[config.mk]
export PLATFORM = sky130hd
export DESIGN_NAME = bus_master_if
export DESIGN_NICKNAME = d
export VERILOG_FILES = /design/src/rtl/bus_master_if.sv
export SDC_FILE = /design/constraint.sdc
export NUM_CORES = 1
export LEC_CHECK = 0
export CAP_MARGIN = 20
export CORE_ASPECT_RATIO = 2
export CORE_UTILIZATION = 24
export CTS_BUF_LIST = sky130_fd_sc_hd__clkbuf_4 sky130_fd_sc_hd__clkbuf_8
export CTS_CLUSTER_DIAMETER = 50
export DETAILED_ROUTE_END_ITERATION = 10
export GPL_TIMING_DRIVEN = 0
export REMOVE_ABC_BUFFERS = 1
export SLEW_MARGIN = 20
export SYNTH_ARGS = -nofsm -noshare
export SYNTH_HDL_FRONTEND = slang
export SYNTH_SLANG_ARGS = --single-unit
[constraint.sdc]
create_clock -name clk -period 2.05 [get_ports clk]
set_clock_uncertainty 0.2 [all_clocks]
set_input_delay 0.205 -clock clk [delete_from_list [all_inputs] [get_ports clk]]
set_output_delay 0.205 -clock clk [all_outputs]
set_load 0.005 [all_outputs]
[src/rtl/bus_master_if.sv]
// -----------------------------------------------------------------------------
// bus_master_if
//   Bridges a simple core command interface onto a request/grant arbitrated
//   bus with an address strobe and a slave ready handshake. One command is
//   in flight at a time. The command is accepted in IDLE, the bus is
//   requested, and one address-strobe cycle is issued after the grant. The
//   block then waits for the slave's ready and returns a single-cycle
//   completion pulse.
//
//   Optional feature (macro BUS_TIMEOUT_EN): abort a transaction that has
//   waited TIMEOUT_CYCLES consecutive cycles for ready, and flag it with
//   rsp_err. When the macro is undefined, rsp_err is tied low and no
//   counter exists.
//
// Parameters
//   ADDR_W          word-address width
//   DATA_W          data width
//   TIMEOUT_CYCLES  WAIT cycles allowed before abort (BUS_TIMEOUT_EN only)
//
// Ports
//   clk, rst               clock (rising edge), async active-low reset
//   cmd_valid/cmd_ready    command handshake (cmd_rw: 1 = read)
//   cmd_addr, cmd_wr_data  command address / write data
//   rsp_valid              one-cycle completion pulse
//   rsp_rd_data, rsp_err   read data, timeout-abort flag
//   bus_req_/bus_grnt_     arbiter request/grant (active-low)
//   bus_as_                address strobe (active-low)
//   bus_rw, bus_addr       bus direction (1 = read) and address
//   bus_wr_data            bus write data
//   bus_rd_data, bus_rdy_  slave read data, slave ready (active-low)
// -----------------------------------------------------------------------------
module bus_master_if #(
  parameter int ADDR_W         = 30,
  parameter int DATA_W         = 32,
  parameter int TIMEOUT_CYCLES = 16
) (
  input  logic              clk,
  input  logic              rst,
  input  logic              cmd_valid,
  output logic              cmd_ready,
  input  logic              cmd_rw,
  input  logic [ADDR_W-1:0] cmd_addr,
  input  logic [DATA_W-1:0] cmd_wr_data,
  output logic              rsp_valid,
  output logic [DATA_W-1:0] rsp_rd_data,
  output logic              rsp_err,
  output logic              bus_req_,
  input  logic              bus_grnt_,
  output logic              bus_as_,
  output logic              bus_rw,
  output logic [ADDR_W-1:0] bus_addr,
  output logic [DATA_W-1:0] bus_wr_data,
  input  logic [DATA_W-1:0] bus_rd_data,
  input  logic              bus_rdy_
);

  // A zero timeout would abort every transaction before the slave could ever
  // answer; refuse to elaborate in that case.
  if (TIMEOUT_CYCLES < 1) begin : g_bad_timeout
    $error("bus_master_if: TIMEOUT_CYCLES must be at least 1");
  end

  typedef enum logic [1:0] {
    IDLE   = 2'd0,
    REQ    = 2'd1,
    ACCESS = 2'd2,
    WAIT   = 2'd3
  } state_e;

  state_e              state_q, state_d;

  // Command captured at accept time; bus outputs are loaded from here once
  // the grant arrives.
  logic                rw_q, rw_d;
  logic [ADDR_W-1:0]   addr_q, addr_d;
  logic [DATA_W-1:0]   wdata_q, wdata_d;

  // Registered outputs (active-low bus controls carry an _n in the name).
  logic                cmd_ready_q, cmd_ready_d;
  logic                bus_req_n_q, bus_req_n_d;
  logic                bus_as_n_q, bus_as_n_d;
  logic                bus_rw_q, bus_rw_d;
  logic [ADDR_W-1:0]   bus_addr_q, bus_addr_d;
  logic [DATA_W-1:0]   bus_wr_data_q, bus_wr_data_d;
  logic                rsp_valid_q, rsp_valid_d;
  logic [DATA_W-1:0]   rsp_rd_data_q, rsp_rd_data_d;

`ifdef BUS_TIMEOUT_EN
  localparam int CNT_W = $clog2(TIMEOUT_CYCLES + 1);
  logic [CNT_W-1:0]    tmo_cnt_q, tmo_cnt_d;
  logic                rsp_err_q, rsp_err_d;
`endif

  // ---------------------------------------------------------------------------
  // Next-state and next-output logic. Every output is computed for the state
  // being entered, so the flops present it during that state.
  // ---------------------------------------------------------------------------
  always_comb begin
    state_d       = state_q;
    rw_d          = rw_q;
    addr_d        = addr_q;
    wdata_d       = wdata_q;
    cmd_ready_d   = cmd_ready_q;
    bus_req_n_d   = bus_req_n_q;
    bus_as_n_d    = bus_as_n_q;
    bus_rw_d      = bus_rw_q;
    bus_addr_d    = bus_addr_q;
    bus_wr_data_d = bus_wr_data_q;
    rsp_valid_d   = 1'b0;
    rsp_rd_data_d = rsp_rd_data_q;
`ifdef BUS_TIMEOUT_EN
    tmo_cnt_d     = tmo_cnt_q;
    rsp_err_d     = 1'b0;
`endif

    unique case (state_q)
      IDLE: begin
        if (cmd_valid && cmd_ready_q) begin
          rw_d        = cmd_rw;
          addr_d      = cmd_addr;
          wdata_d     = cmd_wr_data;
          cmd_ready_d = 1'b0;
          bus_req_n_d = 1'b0;
          state_d     = REQ;
        end
      end

      // Slave ready is deliberately not looked at here or in ACCESS.
      REQ: begin
        if (!bus_grnt_) begin
          bus_as_n_d    = 1'b0;
          bus_rw_d      = rw_q;
          bus_addr_d    = addr_q;
          bus_wr_data_d = wdata_q;
          state_d       = ACCESS;
        end
      end

      ACCESS: begin
        bus_as_n_d = 1'b1;
`ifdef BUS_TIMEOUT_EN
        tmo_cnt_d  = '0;
`endif
        state_d    = WAIT;
      end

      // Grant is ignored; the bus stays requested until completion.
      // Ready is tested first so a same-cycle ready beats the timeout.
      WAIT: begin
        if (!bus_rdy_) begin
          rsp_valid_d = 1'b1;
          if (rw_q) rsp_rd_data_d = bus_rd_data;
          bus_req_n_d = 1'b1;
          cmd_ready_d = 1'b1;
          state_d     = IDLE;
        end
`ifdef BUS_TIMEOUT_EN
        else if (tmo_cnt_q == CNT_W'(TIMEOUT_CYCLES - 1)) begin
          // This WAIT cycle is the TIMEOUT_CYCLES-th without ready.
          tmo_cnt_d     = CNT_W'(TIMEOUT_CYCLES);
          rsp_valid_d   = 1'b1;
          rsp_err_d     = 1'b1;
          rsp_rd_data_d = '0;
          bus_req_n_d   = 1'b1;
          cmd_ready_d   = 1'b1;
          state_d       = IDLE;
        end else begin
          tmo_cnt_d = tmo_cnt_q + CNT_W'(1);
        end
`endif
      end

      default: state_d = IDLE;
    endcase
  end

  // ---------------------------------------------------------------------------
  // State and output registers
  // ---------------------------------------------------------------------------
  always_ff @(posedge clk or negedge rst) begin
    if (!rst) begin
      state_q       <= IDLE;
      rw_q          <= 1'b1;
      addr_q        <= '0;
      wdata_q       <= '0;
      cmd_ready_q   <= 1'b1;
      bus_req_n_q   <= 1'b1;
      bus_as_n_q    <= 1'b1;
      bus_rw_q      <= 1'b1;
      bus_addr_q    <= '0;
      bus_wr_data_q <= '0;
      rsp_valid_q   <= 1'b0;
      rsp_rd_data_q <= '0;
    end else begin
      state_q       <= state_d;
      rw_q          <= rw_d;
      addr_q        <= addr_d;
      wdata_q       <= wdata_d;
      cmd_ready_q   <= cmd_ready_d;
      bus_req_n_q   <= bus_req_n_d;
      bus_as_n_q    <= bus_as_n_d;
      bus_rw_q      <= bus_rw_d;
      bus_addr_q    <= bus_addr_d;
      bus_wr_data_q <= bus_wr_data_d;
      rsp_valid_q   <= rsp_valid_d;
      rsp_rd_data_q <= rsp_rd_data_d;
    end
  end

`ifdef BUS_TIMEOUT_EN
  always_ff @(posedge clk or negedge rst) begin
    if (!rst) begin
      tmo_cnt_q <= '0;
      rsp_err_q <= 1'b0;
    end else begin
      tmo_cnt_q <= tmo_cnt_d;
      rsp_err_q <= rsp_err_d;
    end
  end

  assign rsp_err = rsp_err_q;
`else
  assign rsp_err = 1'b0;
`endif

  assign cmd_ready   = cmd_ready_q;
  assign bus_req_    = bus_req_n_q;
  assign bus_as_     = bus_as_n_q;
  assign bus_rw      = bus_rw_q;
  assign bus_addr    = bus_addr_q;
  assign bus_wr_data = bus_wr_data_q;
  assign rsp_valid   = rsp_valid_q;
  assign rsp_rd_data = rsp_rd_data_q;

endmodule

==> flow_summary.yaml, run 1 <==
run_status:
  status: "completed"
yosys:
  synth_warnings: 0
  synth_top_cell_by_area: "dfrtp_1"
  synthCells: 363
  synth_area_leaders: "dfrtp_1, mux2_2, dfstp_2, buf_2, ha_1"
  ys_seq_elements: 163
  syn_area_mm2: 0.00615
  syn_avg_cell_area_um2: 17.0
  synth_cell_type_count: 21
  synth_top_area_share_pct: 64.7
  ys_seq_area_share_pct: 66.4
drt:
  drtIter0Drc: 78
  vias: 3751
  met2WireLength_mm: 8.89
  firstDrtPassIters: 4
  drcViolationCount: 0
  viasPerCell: 4.06
  drt-total-wl_mm: 14.9
  met1_length_mm: 4.83
  wl_per_cell_um: 16.2
  ant_nets: 0
  dr_wl_met3_um: 766
  routed.top_layer: "met4"
power_and_ir_drop:
  p_seq_share_pct: 43.5
  swShare_pct: 27.6
  switching_power_uw: 3610
  p_comb_share_pct: 39.3
  ir_worst_vdd_uv: 728
  power.leakage_uw: 0.00378
  power_density_mw_per_mm2: 1450
  p_int_uw: 9450
  clkPwrFrac_pct: 17.2
sta:
  holdWs_ns: 0.107
  post-route-period-util_pct: 97.7
  max_freq_ghz: 0.499
  rsz0062_at_grt: "no"
  fin_crit_ns: 2.00
  setup_violations: 0
  slew_violations: 0
  hold_viol: 0
  relSlewSlack_pct: 57.2
  tightest_slew_ns: 0.643
clock_tree:
  cts_buffers: 17
  cts_sinks: 163
  cts_tree: "built"
  clock_latency_ns: 0.47
  htreeDepth: 4
  clock_path_buffers: 2
  root_buffer: "clkbuf_8"
  clk_pin_slew_ns: 0.09
floorplan:
  io_pins: 200
  dieArea_mm2: 0.0263
  rows: 82
  die_x_um: 115
  fp.dieH_um: 228
  start_util_pct: 24.5
  coreArea_mm2: 0.0251
cells_and_area:
  nets: 678
  drive_gt1_share_pct: 35.3
  mostFrequentLayoutCell: "clkdlybuf4s50_1"
  postLayoutCellArea_mm2: 0.00899
  area_growth_pct: 46.1
  mostFrequentLayoutCells: "clkdlybuf4s50_1, dfrtp_1, mux2_2, clkbuf_8"
grt:
  antenna_found_initial: 1
  grt_pass1_vias: 4256
  grt_use_total_pct: 12.1
  grt_pass1_wl_mm: 23.0
  gr-total-overflow: 0
  grt_max_degree: 85
min_path:
  hold_class: "in -> async"
setup_path:
  cp.required_ns: 2.20
  crit_type: "reg -> reg"
  cp_max_fo: 4
  end_kind: "flop"
  startpoint_type: "flop"
  cp_data_arrival_time_ns: 2.15
placed_design:
  port_buffers: 198
  dp_hpwl_mm: 10.4
  gp_congestion: 0.718
  placed_area_mm2: 0.00853
run:
  max-cap-violations: 0
[layout make-up]
| cell class | count | area [um2] |
|---|---|---|
| Inverter | 4 | 15.0 |
| Fill cell | 2470 | 16100 |
| Clock buffer | 24 | 299 |
| Sequential cell | 163 | 4080 |
| Tap cell | 336 | 420 |
| Clock inverter | 8 | 78.8 |
| Antenna cell | 1 | 2.50 |
| Timing Repair Buffer | 207 | 2100 |
| Multi-Input combinational cell | 180 | 1990 |
[metrics by stage]
step / utilization [%] / worst slack, ns / setup TNS [ns] / power (uW) / std cells
6_report: 35.8 / 0.0476 / 0 / 13100 / 923
3_5_place_dp: 33.9 / -0.204 / -14.35 / 10900 / 882
2_1_floorplan: - / -0.809 / -75.72 / 7910 / 345
3_3_place_gp: 33.6 / -5.62 / -1111.31 / 10600 / 879
4_1_cts: 35.7 / 0.00279 / 0 / 13300 / 921
5_1_grt: 35.8 / 0.00919 / 0 / 13900 / 923
[sequential cells by signal, summed over array words and instances, names as in the netlist, 2 cells and up]
name / count
bus_wr_data: 32
rsp_rd_data: 32
wdata_q: 32
addr_q: 30
bus_addr: 30
state_q: 2
[worst max-delay path: stages (launching register included)]
cell and delay, ns:
dfrtp_1 0.41, inv_1 0.10, ha_1 0.29, a222oi_1 0.52, mux2_1 0.37
[path summary, 6_finish.rpt]
kind                                   startpoint                         end  slack, ns  depth (start not counted)
max                        state_q[1]$_DFFE_PN0P_      state_q[1]$_DFFE_PN0P_       0.05                          4
min                                           rst     bus_addr[2]$_DFFE_PN0P_       0.11                          2
max reg2reg                state_q[1]$_DFFE_PN0P_      state_q[1]$_DFFE_PN0P_       0.05                          4
min reg2reg                addr_q[14]$_DFFE_PN0P_    bus_addr[14]$_DFFE_PN0P_       0.31                          1
max in group asynchronous                     rst    bus_addr[24]$_DFFE_PN0P_       0.70                          3
min in group clk                   bus_rd_data[6]  rsp_rd_data[6]$_DFFE_PN0P_       0.14                          2
[cell usage after synthesis]
master,number
dfrtp_1,159
mux2_2,156
buf_2,13
ha_1,5
dfstp_2,4
inv_1,4
buf_6,3
mux2_1,3
buf_4,2
nor2_1,2
o21ai_0,2
a21oi_1,1
a222oi_1,1
a31oi_1,1
and2b_2,1
conb_1,1
mux2i_1,1
nand2_1,1
nand2_2,1
nand2b_1,1
nand3_2,1
[power by group through the flow]
| stage | Clock [uW] | Combinational [uW] | Sequential, uW |
|---|---|---|---|
| after floorplan | 0 | 2240 | 5670 |
| after detailed placement | 0 | 5090 | 5770 |
| after global routing | 2520 | 5520 | 5880 |
| after CTS | 2390 | 5240 | 5700 |
| final | 2250 | 5130 | 5680 |
| after global placement | 0 | 5000 | 5640 |
[kinds of logic (layout without fill, tap and decap cells)]
logic type / Yosys count / in the layout / synth area share [%]
flops: 163 / 163 / 66.4
compound gates: 5 / 5 / 0.508
fa+ha+maj: 5 / 5 / 1.02
buf+inv: 22 / 243 / 2.09
mux: 160 / 160 / 29.3
simple gates: 7 / 9 / 0.691
other cells: 1 / 2 / 0.0609
[repair_timing]
action | in CTS | in global routing
resized for setup | 2 | 0
pin swaps | 1 | 1
buffers inserted | 4 | 1
endpoints found under the hold margin | 87 | 0
cloned | 2 | 0
hold buffers | 1 | 0
setup endpoints to repair | 105 | 1
[layer usage]
layer | vias to the layer above | GRT usage, %
met5 | - | 0
met4 | 0 | 6.25
met3 | 22 | 3.87
met2 | 122 | 23.7
met1 | 1920 | 10.4
li1 | 1687 | -
Note: power is estimated with default switching activity, not from simulation.
==> inputs of run 2 (changes only) <==
--- a/config.mk
+++ b/config.mk
@@ -13,6 +13,7 @@
 export DETAILED_ROUTE_END_ITERATION = 10
 export GPL_TIMING_DRIVEN = 0
 export REMOVE_ABC_BUFFERS = 1
+export SETUP_SLACK_MARGIN = 0.15
 export SLEW_MARGIN = 20
 export SYNTH_ARGS = -nofsm -noshare
 export SYNTH_HDL_FRONTEND = slang
==> run 2 against run 1 <==
Cell count is 0.22% higher. Maximum frequency is 7.5% higher. Count of clock-buffer cells in the layout stayed put. Clock power hardly changed. Combinational power is 2% higher. First-iteration DRC count is 10% higher. Power is 0.94% higher. Routed wire length is 1.5% higher. Hold slack worse by 0.0094 ns. Worst setup slack better by 0.14 ns.
==> flow_summary.yaml, run 2 (synthesis gave the netlist of run 1 again) <==
power_and_ir_drop:
  power.leakage_uw: 0.00380
  ir_worst_vdd_uv: 734
  power_density_mw_per_mm2: 1450
min_path:
  hold_class: "in -> async"
floorplan:
  coreArea_mm2: 0.0251
  dieArea_mm2: 0.0263
  io_pins: 200
  start_util_pct: 24.5
  fp.dieH_um: 228
  rows: 82
  die_x_um: 115
cells_and_area:
  area_growth_pct: 47.2
  nets: 680
  postLayoutCellArea_mm2: 0.00906
  mostFrequentLayoutCells: "clkdlybuf4s50_1, dfrtp_1, mux2_2, clkbuf_8, clkbuf_4"
  fill_cells: 2464
  drive_gt1_share_pct: 36.1
  mostFrequentLayoutCell: "clkdlybuf4s50_1"
clock_tree:
  htreeDepth: 4
  root_buffer: "clkbuf_8"
  clock_path_buffers: 2
  clk_pin_slew_ns: 0.08
  clock_latency_ns: 0.47
  cts_buffers: 17
  cts_sinks: 163
  cts_tree: "built"
setup_path:
  cp_data_arrival_time_ns: 2.02
  cp_slowest_cell: "dfrtp_1"
  cp_cell_sequence: "ha_1 > and2b_2 > nand2_8 > mux2_2"
  cp_max_fo: 32
  startpoint_type: "flop"
  timing.rr.start: "state_q[0]$_DFFE_PN0P_"
  rrSetupSlack_ns: 0.19
  rr_worst_depth: 4
  end_kind: "flop"
  cp.required_ns: 2.20
  r2r_end: "rsp_rd_data[27]$_DFFE_PN0P_"
  max_stage_delay_ns: 0.43
  crit_type: "reg -> reg"
placed_design:
  dp_hpwl_mm: 10.4
  place_ws_ns: -0.204
  port_buffers: 198
  placed_area_mm2: 0.00853
  gp_congestion: 0.718
drt:
  drt-total-wl_mm: 15.1
  viasPerCell: 4.06
  drcViolationCount: 0
  ant_nets: 0
  drtIter0Drc: 86
  wl_per_cell_um: 16.4
  firstDrtPassIters: 4
  vias: 3760
sta:
  max_freq_ghz: 0.537
  tightest_slew_ns: 0.646
  holdWs_ns: 0.0976
  rsz0062_at_grt: "yes"
  fin_crit_ns: 1.86
  setup_violations: 0
  post-route-period-util_pct: 90.8
  slew_violations: 0
  setup_slack_ns: 0.188
  relSlewSlack_pct: 56.9
  hold_viol: 0
run_status:
  status: "completed"
grt:
  grt_use_total_pct: 12.3
  grt_max_degree: 85
  antenna_found_initial: 1
  grt_pass1_vias: 4283
  gr-total-overflow: 0
  grt_pass1_wl_mm: 23.3
run:
  max-cap-violations: 0
[run 2: changes by cell type in the layout (fill, tap and decap cells not counted)]
cell,before,now
dlygate4sd2_1,0,4
nand2_4,1,0
ha_1,5,3
inv_1,4,3
clkdlybuf4s50_1,197,193
buf_6,0,2
nand2_8,0,1
inv_2,0,1
buf_16,1,2
ha_4,0,2
buf_4,5,4
[run 2: layout make-up]
cell class | instances | area [um2] | area share (%)
Inverter | 4 | 15.0 | 0.166
Sequential cell | 163 | 4080 | 45.1
Multi-Input combinational cell | 180 | 2020 | 22.3
Timing Repair Buffer | 209 | 2140 | 23.6
Antenna cell | 1 | 2.50 | 0.0276
Tap cell | 336 | 420 | 4.64
Clock inverter | 8 | 78.8 | 0.870
Clock buffer | 24 | 299 | 3.30
[run 2: power by group]
group / switching, uW / internal (uW)
Sequential: 815 / 4880
Clock: 1160 / 1090
Combinational: 1690 / 3540
Total: 3660 / 9510
[run 2: critical path, delay by kind of cell (launching register included)]
family                     cells  cell delay (ns)
muxes                          1             0.37
and+or+nand+nor                2             0.49
DFF                            1             0.43
adders and majority gates      1             0.25
[run 2: timing repair]
item | CTS | global route
gates resized for setup | 8 | 7
hold buffers | 1 | 0
pin swaps | 2 | 1
endpoints found under the hold margin | 87 | 0
setup endpoints to repair | 132 | 49
setup buffers | 6 | 0
cloned | 3 | 0
[run 2: worst max path at each step]
stage                                 startpoint                           to  slack, ns  cells past startpoint
after floorplan           state_q[1]$_DFFE_PN0P_      bus_addr[0]$_DFFE_PN0P_      -0.81                      4
after global placement                       rst       addr_q[21]$_DFFE_PN0P_      -5.62                      1
after detailed placement                bus_rdy_  rsp_rd_data[21]$_DFFE_PN0P_      -0.20                      4
after CTS                 state_q[0]$_DFFE_PN0P_      wdata_q[14]$_DFFE_PN0P_       0.11                      5
after global routing      state_q[0]$_DFFE_PN0P_       state_q[1]$_DFFE_PN0P_       0.09                      5
final                     state_q[0]$_DFFE_PN0P_  rsp_rd_data[27]$_DFFE_PN0P_       0.19                      4
[run 2: metrics by stage]
stage / TNS [ns] / utilization, % / instances / total power, uW
after detailed placement: -14.35 / 33.9 / 882 / 10900
final: 0 / 36.0 / 925 / 13200
after global placement: -1111.31 / 33.6 / 879 / 10600
after CTS: 0 / 35.9 / 924 / 13400
after floorplan: -75.72 / - / 345 / 7910
after global routing: 0 / 36.0 / 925 / 14100
[run 2: layer usage]
layer / global-route usage, % / routed length, um / share of wire (%)
met3: 3.87 / 764 / 5.0
met2: 24.3 / 9150 / 60
met5: 0 / 0 / 0
met1: 10.5 / 4820 / 32
met4: 6.25 / 403 / 2.7
